## config.mk

```make
export PLATFORM = sky130hd
export DESIGN_NAME = psalm_tx_sequencer_flat
export DESIGN_NICKNAME = d
export VERILOG_FILES = /design/src/rtl/psalm_tx_sequencer_if.sv /design/src/rtl/psalm_tx_sequencer.sv /design/src/flat_wrapper.sv
export SDC_FILE = /design/constraint.sdc
export NUM_CORES = 1
export LEC_CHECK = 0
export ABC_CLOCK_PERIOD_IN_PS = 3700
export CORE_MARGIN = 2
export CORE_UTILIZATION = 55
export CTS_BUF_LIST = sky130_fd_sc_hd__clkbuf_4 sky130_fd_sc_hd__clkbuf_8
export DETAILED_ROUTE_END_ITERATION = 8
export PLACE_DENSITY = 0.81
export SETUP_SLACK_MARGIN = 0.3
export SLEW_MARGIN = 20
export SYNTH_ARGS = -nofsm -noshare
export SYNTH_HDL_FRONTEND = slang
export SYNTH_SLANG_ARGS = --single-unit
export TNS_END_PERCENT = 30
```

## constraint.sdc

```tcl
create_clock -name i_clk -period 3.7 [get_ports i_clk]
set_input_delay 0.555 -clock i_clk [delete_from_list [all_inputs] [get_ports i_clk]]
set_output_delay 0.555 -clock i_clk [all_outputs]
set_load 0.02 [all_outputs]
```

## src/rtl/psalm_tx_sequencer_if.sv

```systemverilog
// psalm_tx_sequencer_if: BRAM read port plus UART write/busy handshake.
// master = sequencer side, slave = memory/UART side.
interface psalm_tx_sequencer_if #(
    parameter int W  = 11,
    parameter int DW = 8
);
    logic [W-1:0]  o_mem_addr;
    logic [DW-1:0] i_mem_data;
    logic          o_wr;
    logic [DW-1:0] o_data;
    logic          i_busy;

    modport master (
        output o_mem_addr, o_wr, o_data,
        input  i_mem_data, i_busy
    );

    modport slave (
        input  o_mem_addr, o_wr, o_data,
        output i_mem_data, i_busy
    );
endinterface

```

## src/rtl/psalm_tx_sequencer.sv

```systemverilog
// psalm_tx_sequencer: streams a zero-terminated BRAM message to a UART.
// Define PSALM_TX_CRLF_EN to send every LF byte as a CR, LF pair.
module psalm_tx_sequencer #(
    parameter int          W            = 11,
    parameter int          DW           = 8,
    parameter int          MSG_LEN      = 2048,
    parameter logic [23:0] PAUSE_CYCLES = 24'd1000000,
    parameter int          AUTO_REPEAT  = 1
) (
    input  logic                  i_clk,
    input  logic                  i_reset,
    input  logic                  i_start,
    psalm_tx_sequencer_if.master  bus,
    output logic                  o_active
);

`ifdef PSALM_TX_CRLF_EN
    typedef enum logic [2:0] {
        S_IDLE, S_READ, S_LOAD, S_SEND, S_PAUSE, S_LF
    } state_t;
`else
    typedef enum logic [2:0] {
        S_IDLE, S_READ, S_LOAD, S_SEND, S_PAUSE
    } state_t;
`endif

    localparam logic [W-1:0] LAST = W'(MSG_LEN - 1);

    state_t        state_q, state_d;
    logic [W-1:0]  addr_q, addr_d;
    logic          wr_q, wr_d;
    logic [DW-1:0] data_q, data_d;
    logic [23:0]   cnt_q, cnt_d;
`ifdef PSALM_TX_CRLF_EN
    logic          crlf_q, crlf_d;
`endif

    logic accept;
    logic last;
    logic pause_done;
    logic repeat_en;

    assign accept     = wr_q && !bus.i_busy;
    assign last       = (addr_q == LAST);
    assign pause_done = (PAUSE_CYCLES == 24'd0) ||
                        (cnt_q == PAUSE_CYCLES - 24'd1);
    assign repeat_en  = (AUTO_REPEAT != 0);

    assign bus.o_mem_addr = addr_q;
    assign bus.o_wr       = wr_q;
    assign bus.o_data     = data_q;

    always_ff @(posedge i_clk) begin
        if (i_reset) begin
            state_q <= S_IDLE;
            addr_q  <= '0;
            wr_q    <= 1'b0;
            data_q  <= '0;
            cnt_q   <= '0;
`ifdef PSALM_TX_CRLF_EN
            crlf_q  <= 1'b0;
`endif
        end else begin
            state_q <= state_d;
            addr_q  <= addr_d;
            wr_q    <= wr_d;
            data_q  <= data_d;
            cnt_q   <= cnt_d;
`ifdef PSALM_TX_CRLF_EN
            crlf_q  <= crlf_d;
`endif
        end
    end

    always_comb begin
        state_d = state_q;
        unique case (state_q)
            S_IDLE: begin
                if (i_start || repeat_en) state_d = S_READ;
            end
            S_READ: state_d = S_LOAD;
            S_LOAD: begin
                if (bus.i_mem_data == '0) state_d = S_PAUSE;
                else                      state_d = S_SEND;
            end
            S_SEND: begin
`ifdef PSALM_TX_CRLF_EN
                if (accept && crlf_q)
                    state_d = S_LF;
                else if (accept)
                    state_d = last ? S_PAUSE : S_READ;
`else
                if (accept) state_d = last ? S_PAUSE : S_READ;
`endif
            end
`ifdef PSALM_TX_CRLF_EN
            S_LF: begin
                if (accept) state_d = last ? S_PAUSE : S_READ;
            end
`endif
            S_PAUSE: begin
                if (pause_done) state_d = repeat_en ? S_READ : S_IDLE;
            end
            default: state_d = S_IDLE;
        endcase
    end

    always_comb begin
        addr_d   = addr_q;
        wr_d     = wr_q;
        data_d   = data_q;
        cnt_d    = '0;
        o_active = (state_q != S_IDLE);
`ifdef PSALM_TX_CRLF_EN
        crlf_d   = crlf_q;
`endif
        unique case (state_q)
            S_IDLE: addr_d = '0;
            S_LOAD: begin
                if (bus.i_mem_data != '0) begin
                    wr_d   = 1'b1;
                    data_d = bus.i_mem_data;
`ifdef PSALM_TX_CRLF_EN
                    if (bus.i_mem_data == DW'(8'h0A)) begin
                        data_d = DW'(8'h0D);
                        crlf_d = 1'b1;
                    end
`endif
                end
            end
            S_SEND: begin
                if (accept) begin
                    wr_d = 1'b0;
`ifdef PSALM_TX_CRLF_EN
                    // CR accepted: keep the address, LF still owed
                    if (crlf_q)     crlf_d = 1'b0;
                    else if (!last) addr_d = addr_q + 1'b1;
`else
                    if (!last) addr_d = addr_q + 1'b1;
`endif
                end
            end
`ifdef PSALM_TX_CRLF_EN
            S_LF: begin
                if (!wr_q) begin
                    wr_d   = 1'b1;
                    data_d = DW'(8'h0A);
                end else if (accept) begin
                    wr_d = 1'b0;
                    if (!last) addr_d = addr_q + 1'b1;
                end
            end
`endif
            S_PAUSE: begin
                addr_d = '0;
                cnt_d  = pause_done ? 24'd0 : cnt_q + 24'd1;
            end
            default: ;
        endcase
    end

endmodule

```

## src/flat_wrapper.sv

```systemverilog
// flat-port wrapper written by rule: the top's interface ports become plain ports
module psalm_tx_sequencer_flat 
#(
    parameter int          W            = 11,
    parameter int          DW           = 8,
    parameter int          MSG_LEN      = 2048,
    parameter logic [23:0] PAUSE_CYCLES = 24'd1000000,
    parameter int          AUTO_REPEAT  = 1
)
  (i_clk, i_reset, i_start, o_active, bus_o_mem_addr, bus_o_wr, bus_o_data, bus_i_mem_data, bus_i_busy);
  psalm_tx_sequencer_if #(.W(W), .DW(DW)) bus_i ();
  input  logic i_clk;
  input  logic i_reset;
  input  logic i_start;
  output logic o_active;
  output wire logic [$bits(bus_i.o_mem_addr)-1:0] bus_o_mem_addr;
  output wire logic [$bits(bus_i.o_wr)-1:0] bus_o_wr;
  output wire logic [$bits(bus_i.o_data)-1:0] bus_o_data;
  input wire logic [$bits(bus_i.i_mem_data)-1:0] bus_i_mem_data;
  input wire logic [$bits(bus_i.i_busy)-1:0] bus_i_busy;
  assign bus_o_mem_addr = bus_i.o_mem_addr;
  assign bus_o_wr = bus_i.o_wr;
  assign bus_o_data = bus_i.o_data;
  assign bus_i.i_mem_data = bus_i_mem_data;
  assign bus_i.i_busy = bus_i_busy;
  psalm_tx_sequencer #(.W(W), .DW(DW), .MSG_LEN(MSG_LEN), .PAUSE_CYCLES(PAUSE_CYCLES), .AUTO_REPEAT(AUTO_REPEAT)) u_core (.i_clk(i_clk), .i_reset(i_reset), .i_start(i_start), .bus(bus_i), .o_active(o_active));
endmodule
```

==> metrics.cfg, run 1 <==
[outcome]
status=finished, final reports clean

[global_routing]
met1_usage=0.266
grt.total_usage=0.212
grt_antenna_before_repair=0
top_usage_layer=met2
grt_pass1_wl_mm=7.44
first_global_vias=1715
grt_max_degree=25
use_met2=0.350
met3_usage=0.0350
grt_overflow=0

[yosys]
syn_avg_cell_area_um2=8.84
async_reset_ff_frac=0
synthFlopType=dfxtp_1
ys_warn_count=0
netlist_area_mm2=0.00223
synth-seq-cells=47
synth_cells=252
synth_edf_count=0
synth_seq_area_share=0.422
synth.distinct_cells=51
syn_nets=266

[detailed_routing]
antenna_left=0
num_vias=1946
post-route-drc-count=0
first_pass_iters=4
drt_wl_total_mm=4.42
first_iter_violations=147
wl_per_cell_um=13.3
viasPerCell=5.86

[pwr]
sw_frac_of_total=0.216
power.switching_uw=211
leakagePower_uw=0.000894
seqPwrFrac=0.532
share_comb_of_total_power=0.072
p_per_area_mw_per_mm2=367
p_int_uw=767
vdd_drop_max_mv=0.354
p_clk_frac=0.396

[critical_path]
path_cells=clkdlybuf4s50_1, nand2b_1, nor4_1, a31oi_1, a311oi_1
startpoint=bus_i_busy
cp.depth=5
r2r-start=u_core.state_q[1]$_SDFFE_PP0P_
endpoint_kind=flop
crit_slowest_cell=nor4_1
r2r_slack_ns=1.60
crit_buf_inv=1
critPathTopFamily=simple AND/OR/NAND/NOR gates
path_class=in2reg
endpoint=u_core.bus.o_mem_addr[9]$_SDFFE_PP0P_
cp-start-kind=primary input
ff2ff_path_depth=4
crit_arrival_ns=2.43
cp_data_required_time_ns=3.92
cp_max_fo=6
r2r-end=u_core.bus.o_mem_addr[9]$_SDFFE_PP0P_
max_stage_delay_ns=0.77

[cts]
clock_latency_ns=0.30
cts_resized=0
htreeDepth=2
cts_tree=done
ctsHoldBuffers=0
clk_pin_slew_ns=0.09
clk_path_buf_depth=2
clock_sinks=47
cts-root-buf=clkbuf_8
cts_buffers=5
cts_setup_buffers=0

[timing]
hold_violations=0
fmax_ghz=0.452
slew_violations=0
setup_violations=0
worstMarginPinSlew_ns=0.906
slew_headroom=0.390
worst_slack_ns=1.49
fin_hold_ws_ns=0.473
min_period_ns=2.21
rsz0062_at_grt=false
min_period_over_period=0.597
skew_ns=0.00833
fin_setup_tns_ns=0

[floorplan]
die_width_um=67.6
dieHeight_um=67.6
start_util=0.565
core_area_mm2=0.00394
rows=23
dieArea_mm2=0.00457
io-pin-count=33

[placement]
place_congestion=0.772
hpwlAfterDp_mm=3.07
pre_cts_ws_ns=1.20
portBuffers=31

[cells_and_area]
nets=295
drive_above_1_share=0.0780
areaGrowthSynthToFinish_pct=19.8
n_antenna_cell=0

[flow_run]
max_cap_viol_count=0

[hold_path]
min_from=u_core.bus.o_data[2]$_SDFFE_PP0P_
hold_class=reg2reg

## worst min path at each step
stage                                             end  slack [ns]  cells past startpoint
finish              u_core.bus.o_data[2]$_SDFFE_PP0P_        0.47                      2
CTS                 u_core.bus.o_data[2]$_SDFFE_PP0P_        0.48                      2
global placement    u_core.bus.o_data[2]$_SDFFE_PP0P_        0.46                      2
detailed placement  u_core.bus.o_data[2]$_SDFFE_PP0P_        0.46                      2
floorplan                  u_core.cnt_q[0]$_SDFF_PP0_        0.44                      1
global route        u_core.bus.o_data[0]$_SDFFE_PP0P_        0.50                      2
## per-layer routing
layer / vias up / share of wire / routed length, um
li1: 997 / - / -
met1: 917 / 0.47 / 2070
met2: 27 / 0.49 / 2150
met3: 5 / 0.030 / 133
met4: 0 / 0.015 / 68
met5: - / 0 / 0
## kinds of logic after synthesis
family,after synthesis,synth area share
compound gates,54,0.167
xor+xnor,14,0.0551
fa+ha+maj,2,0.0112
buf+inv,15,0.0359
flops,47,0.422
mux,6,0.0270
simple gates,114,0.281
## synthesized netlist by cell type, drive strengths merged (4+ instances only)
| master | number | area, um2 |
|---|---|---|
| a21oi | 21 | 109 |
| a31oi | 4 | 25.0 |
| and3 | 7 | 46.3 |
| and4 | 6 | 55.1 |
| buf | 7 | 40.0 |
| clkbuf | 4 | 25.0 |
| dfxtp | 47 | 941 |
| inv | 4 | 15.0 |
| mux2i | 6 | 60.1 |
| nand2 | 21 | 78.8 |
| nand3 | 10 | 50.1 |
| nand4 | 10 | 68.8 |
| nor2 | 30 | 113 |
| nor4 | 8 | 50.1 |
| o21ai | 8 | 40.0 |
| o31ai | 5 | 37.5 |
| or3 | 8 | 56.3 |
| or4 | 5 | 41.3 |
| xnor2 | 6 | 52.6 |
| xor2 | 8 | 70.1 |
## sequential cells by signal, indices dropped and copies added, names as in the netlist
signal	cells
u_core.cnt_q	24
u_core.state_q	3
u_core.bus.o_data	8
u_core.bus.o_wr	1
u_core.bus.o_mem_addr	11
## layout make-up
| class | count | area [um2] |
|---|---|---|
| Fill cell | 344 | 1270 |
| Multi-Input combinational cell | 190 | 1210 |
| Sequential cell | 47 | 941 |
| Timing Repair Buffer | 33 | 325 |
| Clock buffer | 6 | 82.6 |
| Tap cell | 50 | 62.6 |
| Clock inverter | 2 | 35.0 |
| Inverter | 4 | 15.0 |
## power groups by stage
stage | Sequential, uW | Clock (uW) | Combinational [uW]
detailed placement | 532 | 0 | 70.9
global route | 521 | 415 | 76.7
finish | 520 | 387 | 70.9
global placement | 532 | 0 | 70.1
CTS | 520 | 396 | 71.5
floorplan | 535 | 0 | 35.6
## worst min-delay path: cells and delay by family, from the launching register on
kind / cells / cell delay, ns
DFF: 1 / 0.31
and+or+nand+nor: 1 / 0.06
AOI/OAI and AO/OA: 1 / 0.06
## stage by stage
step                utilization  total power, uW  area [um2]  std cells
CTS                       0.677              987        2670        332
global placement          0.647              602        2550        324
finish                    0.677              978        2670        332
floorplan                     -              571        2230        252
global route              0.677             1010        2670        332
detailed placement        0.647              603        2550        324
## cell usage in the layout (no fill, tap or decap), types with 2 or more instances in the layout
cell type,count
a41o_1,3
o211ai_1,2
ha_1,2
nand3_1,10
xor2_1,8
clkbuf_8,6
nor4_1,8
o21ai_0,7
o31ai_1,5
nand4_1,9
clkdlybuf4s50_1,31
a31oi_1,4
dfxtp_1,47
nand2_1,21
and3_1,5
buf_4,2
or4_1,4
nor2_1,30
and3_2,2
and4_1,4
nand2b_1,3
and4_2,2
and3b_1,2
xnor2_1,6
or3_1,6
a21oi_1,20
mux2i_1,6
inv_1,4
Power figures use the tool's default switching activity.
==> inputs of run 2 (changes only) <==
- ABC_CLOCK_PERIOD_IN_PS: 3700 -> 2200
- clock period: 3.7 -> 2.2 ns (I/O delays scaled with it)
==> run 2 against run 1 <==
Against the previous run: critical path depth fell by 1; sequential share of layout area fell by 0.20 points; final area is 0.56% higher; global-route usage rose by 0.30 points; die area unchanged; non-clock buffer count rose by 6; sequential cell count did not move; total power is 55% higher; clock skew down 0.0029 ns; largest power group unchanged.
==> metrics.cfg, run 2 (synthesized netlist as in run 1, its figures left out) <==
[cts]
clock_sinks=47
cts_tree=done
clock_latency_ns=0.29
clk_pin_slew_ns=0.08
htreeDepth=2
cts-root-buf=clkbuf_8
cts_buffers=5
clk_path_buf_depth=2

[timing]
fin_setup_tns_ns=0
min_period_over_period=0.827
skew_ns=0.00542
worstMarginPinSlew_ns=0.730
min_period_ns=1.82
slew_headroom=0.510
fmax_ghz=0.550
slew_violations=0
hold_violations=0
rsz0062_at_grt=true
setup_violations=0

[critical_path]
path_class=reg2reg
crit_arrival_ns=2.04
path_cells=nand4_2, or3_4, or4_1, a21oi_1
crit_slowest_cell=or4_1
cp_max_fo=11
crit_buf_inv=0
endpoint_kind=flop
cp-start-kind=flop
critPathTopFamily=simple AND/OR/NAND/NOR gates
max_stage_delay_ns=0.52
cp_data_required_time_ns=2.42

[pwr]
seqPwrFrac=0.579
power.switching_uw=340
leakagePower_uw=0.000915
p_per_area_mw_per_mm2=564
sw_frac_of_total=0.225
vdd_drop_max_mv=0.458
share_comb_of_total_power=0.082
p_clk_frac=0.339
finalPower_uw=1510
p_int_uw=1170

[cells_and_area]
nets=301
largest_reg_flops=24
drive_above_1_share=0.0972
final_common_cell=dfxtp_1
areaGrowthSynthToFinish_pct=20.4
n_antenna_cell=0
regMostFlops=u_core.cnt_q
final_cell_mix=dfxtp_1, nor2_1, clkdlybuf4s50_1

[placement]
place_congestion=0.759
portBuffers=31
hpwlAfterDp_mm=3.29

[detailed_routing]
wl_per_cell_um=13.5
viasPerCell=5.87
first_pass_iters=4
post-route-drc-count=0
num_vias=1983
first_iter_violations=121
drt_wl_total_mm=4.56
antenna_left=0

[global_routing]
use_met2=0.369
first_global_vias=1763
met1_usage=0.251
top_usage_layer=met2
grt_pass1_wl_mm=7.53
grt_max_degree=25
grt_overflow=0
met3_usage=0.0583
grt_antenna_before_repair=0
grt.total_usage=0.215

[floorplan]
rows=23
io-pin-count=33
start_util=0.565
dieArea_mm2=0.00457
core_area_mm2=0.00394
dieHeight_um=67.6
die_width_um=67.6

[hold_path]
hold_class=reg2reg

[outcome]
status=finished, final reports clean

[flow_run]
max_cap_viol_count=0

## run 2: final cells by class
| class | instances | area [um2] |
|---|---|---|
| Timing Repair Buffer | 39 | 369 |
| Clock inverter | 1 | 5.00 |
| Sequential cell | 47 | 941 |
| Fill cell | 340 | 1260 |
| Tap cell | 50 | 62.6 |
| Inverter | 4 | 15.0 |
| Clock buffer | 7 | 83.8 |
| Multi-Input combinational cell | 190 | 1210 |
## run 2: repair_timing
action,4_1_cts,5_1_grt
hold buffers,0,0
setup buffers,0,0
pin swaps,0,1
resized for setup,1,0
endpoints found under the setup margin,1,4
## run 2: layer usage
layer,vias to the layer above,routed length [um],part of all wire
met5,-,0,0
met1,935,2080,0.46
met4,0,70,0.015
li1,1009,-,-
met2,32,2250,0.49
met3,7,154,0.034
## run 2: path summary, 6_finish.rpt
path | startpoint | end | slack (ns) | cells past startpoint
hold reg to reg | u_core.bus.o_data[0]$_SDFFE_PP0P_ | u_core.bus.o_data[0]$_SDFFE_PP0P_ | 0.47 | 2
setup reg to reg | u_core.cnt_q[2]$_SDFF_PP0_ | u_core.cnt_q[23]$_SDFF_PP0_ | 0.38 | 4
hold / removal | u_core.bus.o_data[0]$_SDFFE_PP0P_ | u_core.bus.o_data[0]$_SDFFE_PP0P_ | 0.47 | 2
setup / recovery | u_core.cnt_q[2]$_SDFF_PP0_ | u_core.cnt_q[23]$_SDFF_PP0_ | 0.38 | 4
## run 2: per-stage QoR
step,utilization,worst slack (ns),instance area (um2),hold WS [ns],std cells
floorplan,-,0.407,2230,0.407,252
global placement,0.658,0.239,2590,0.459,330
detailed placement,0.658,0.215,2590,0.460,330
CTS,0.680,0.349,2680,0.474,338
global route,0.680,0.283,2680,0.489,338
finish,0.680,0.380,2680,0.472,338
## run 2: tightest hold or removal path: cells and delay by family, from the launching register on
family | cells | cell delay [ns]
flip-flops | 1 | 0.31
AND/OR/NAND/NOR | 1 | 0.06
AO/OA/AOI/OAI | 1 | 0.06
## run 2: power groups by stage
stage          logic [uW]  registers, uW  clock network (uW)
6_report              124            876                 513
3_5_place_dp          126            896                   0
2_1_floorplan        59.9            900                   0
4_1_cts               125            876                 531
3_3_place_gp          123            895                   0
5_1_grt               134            878                 563
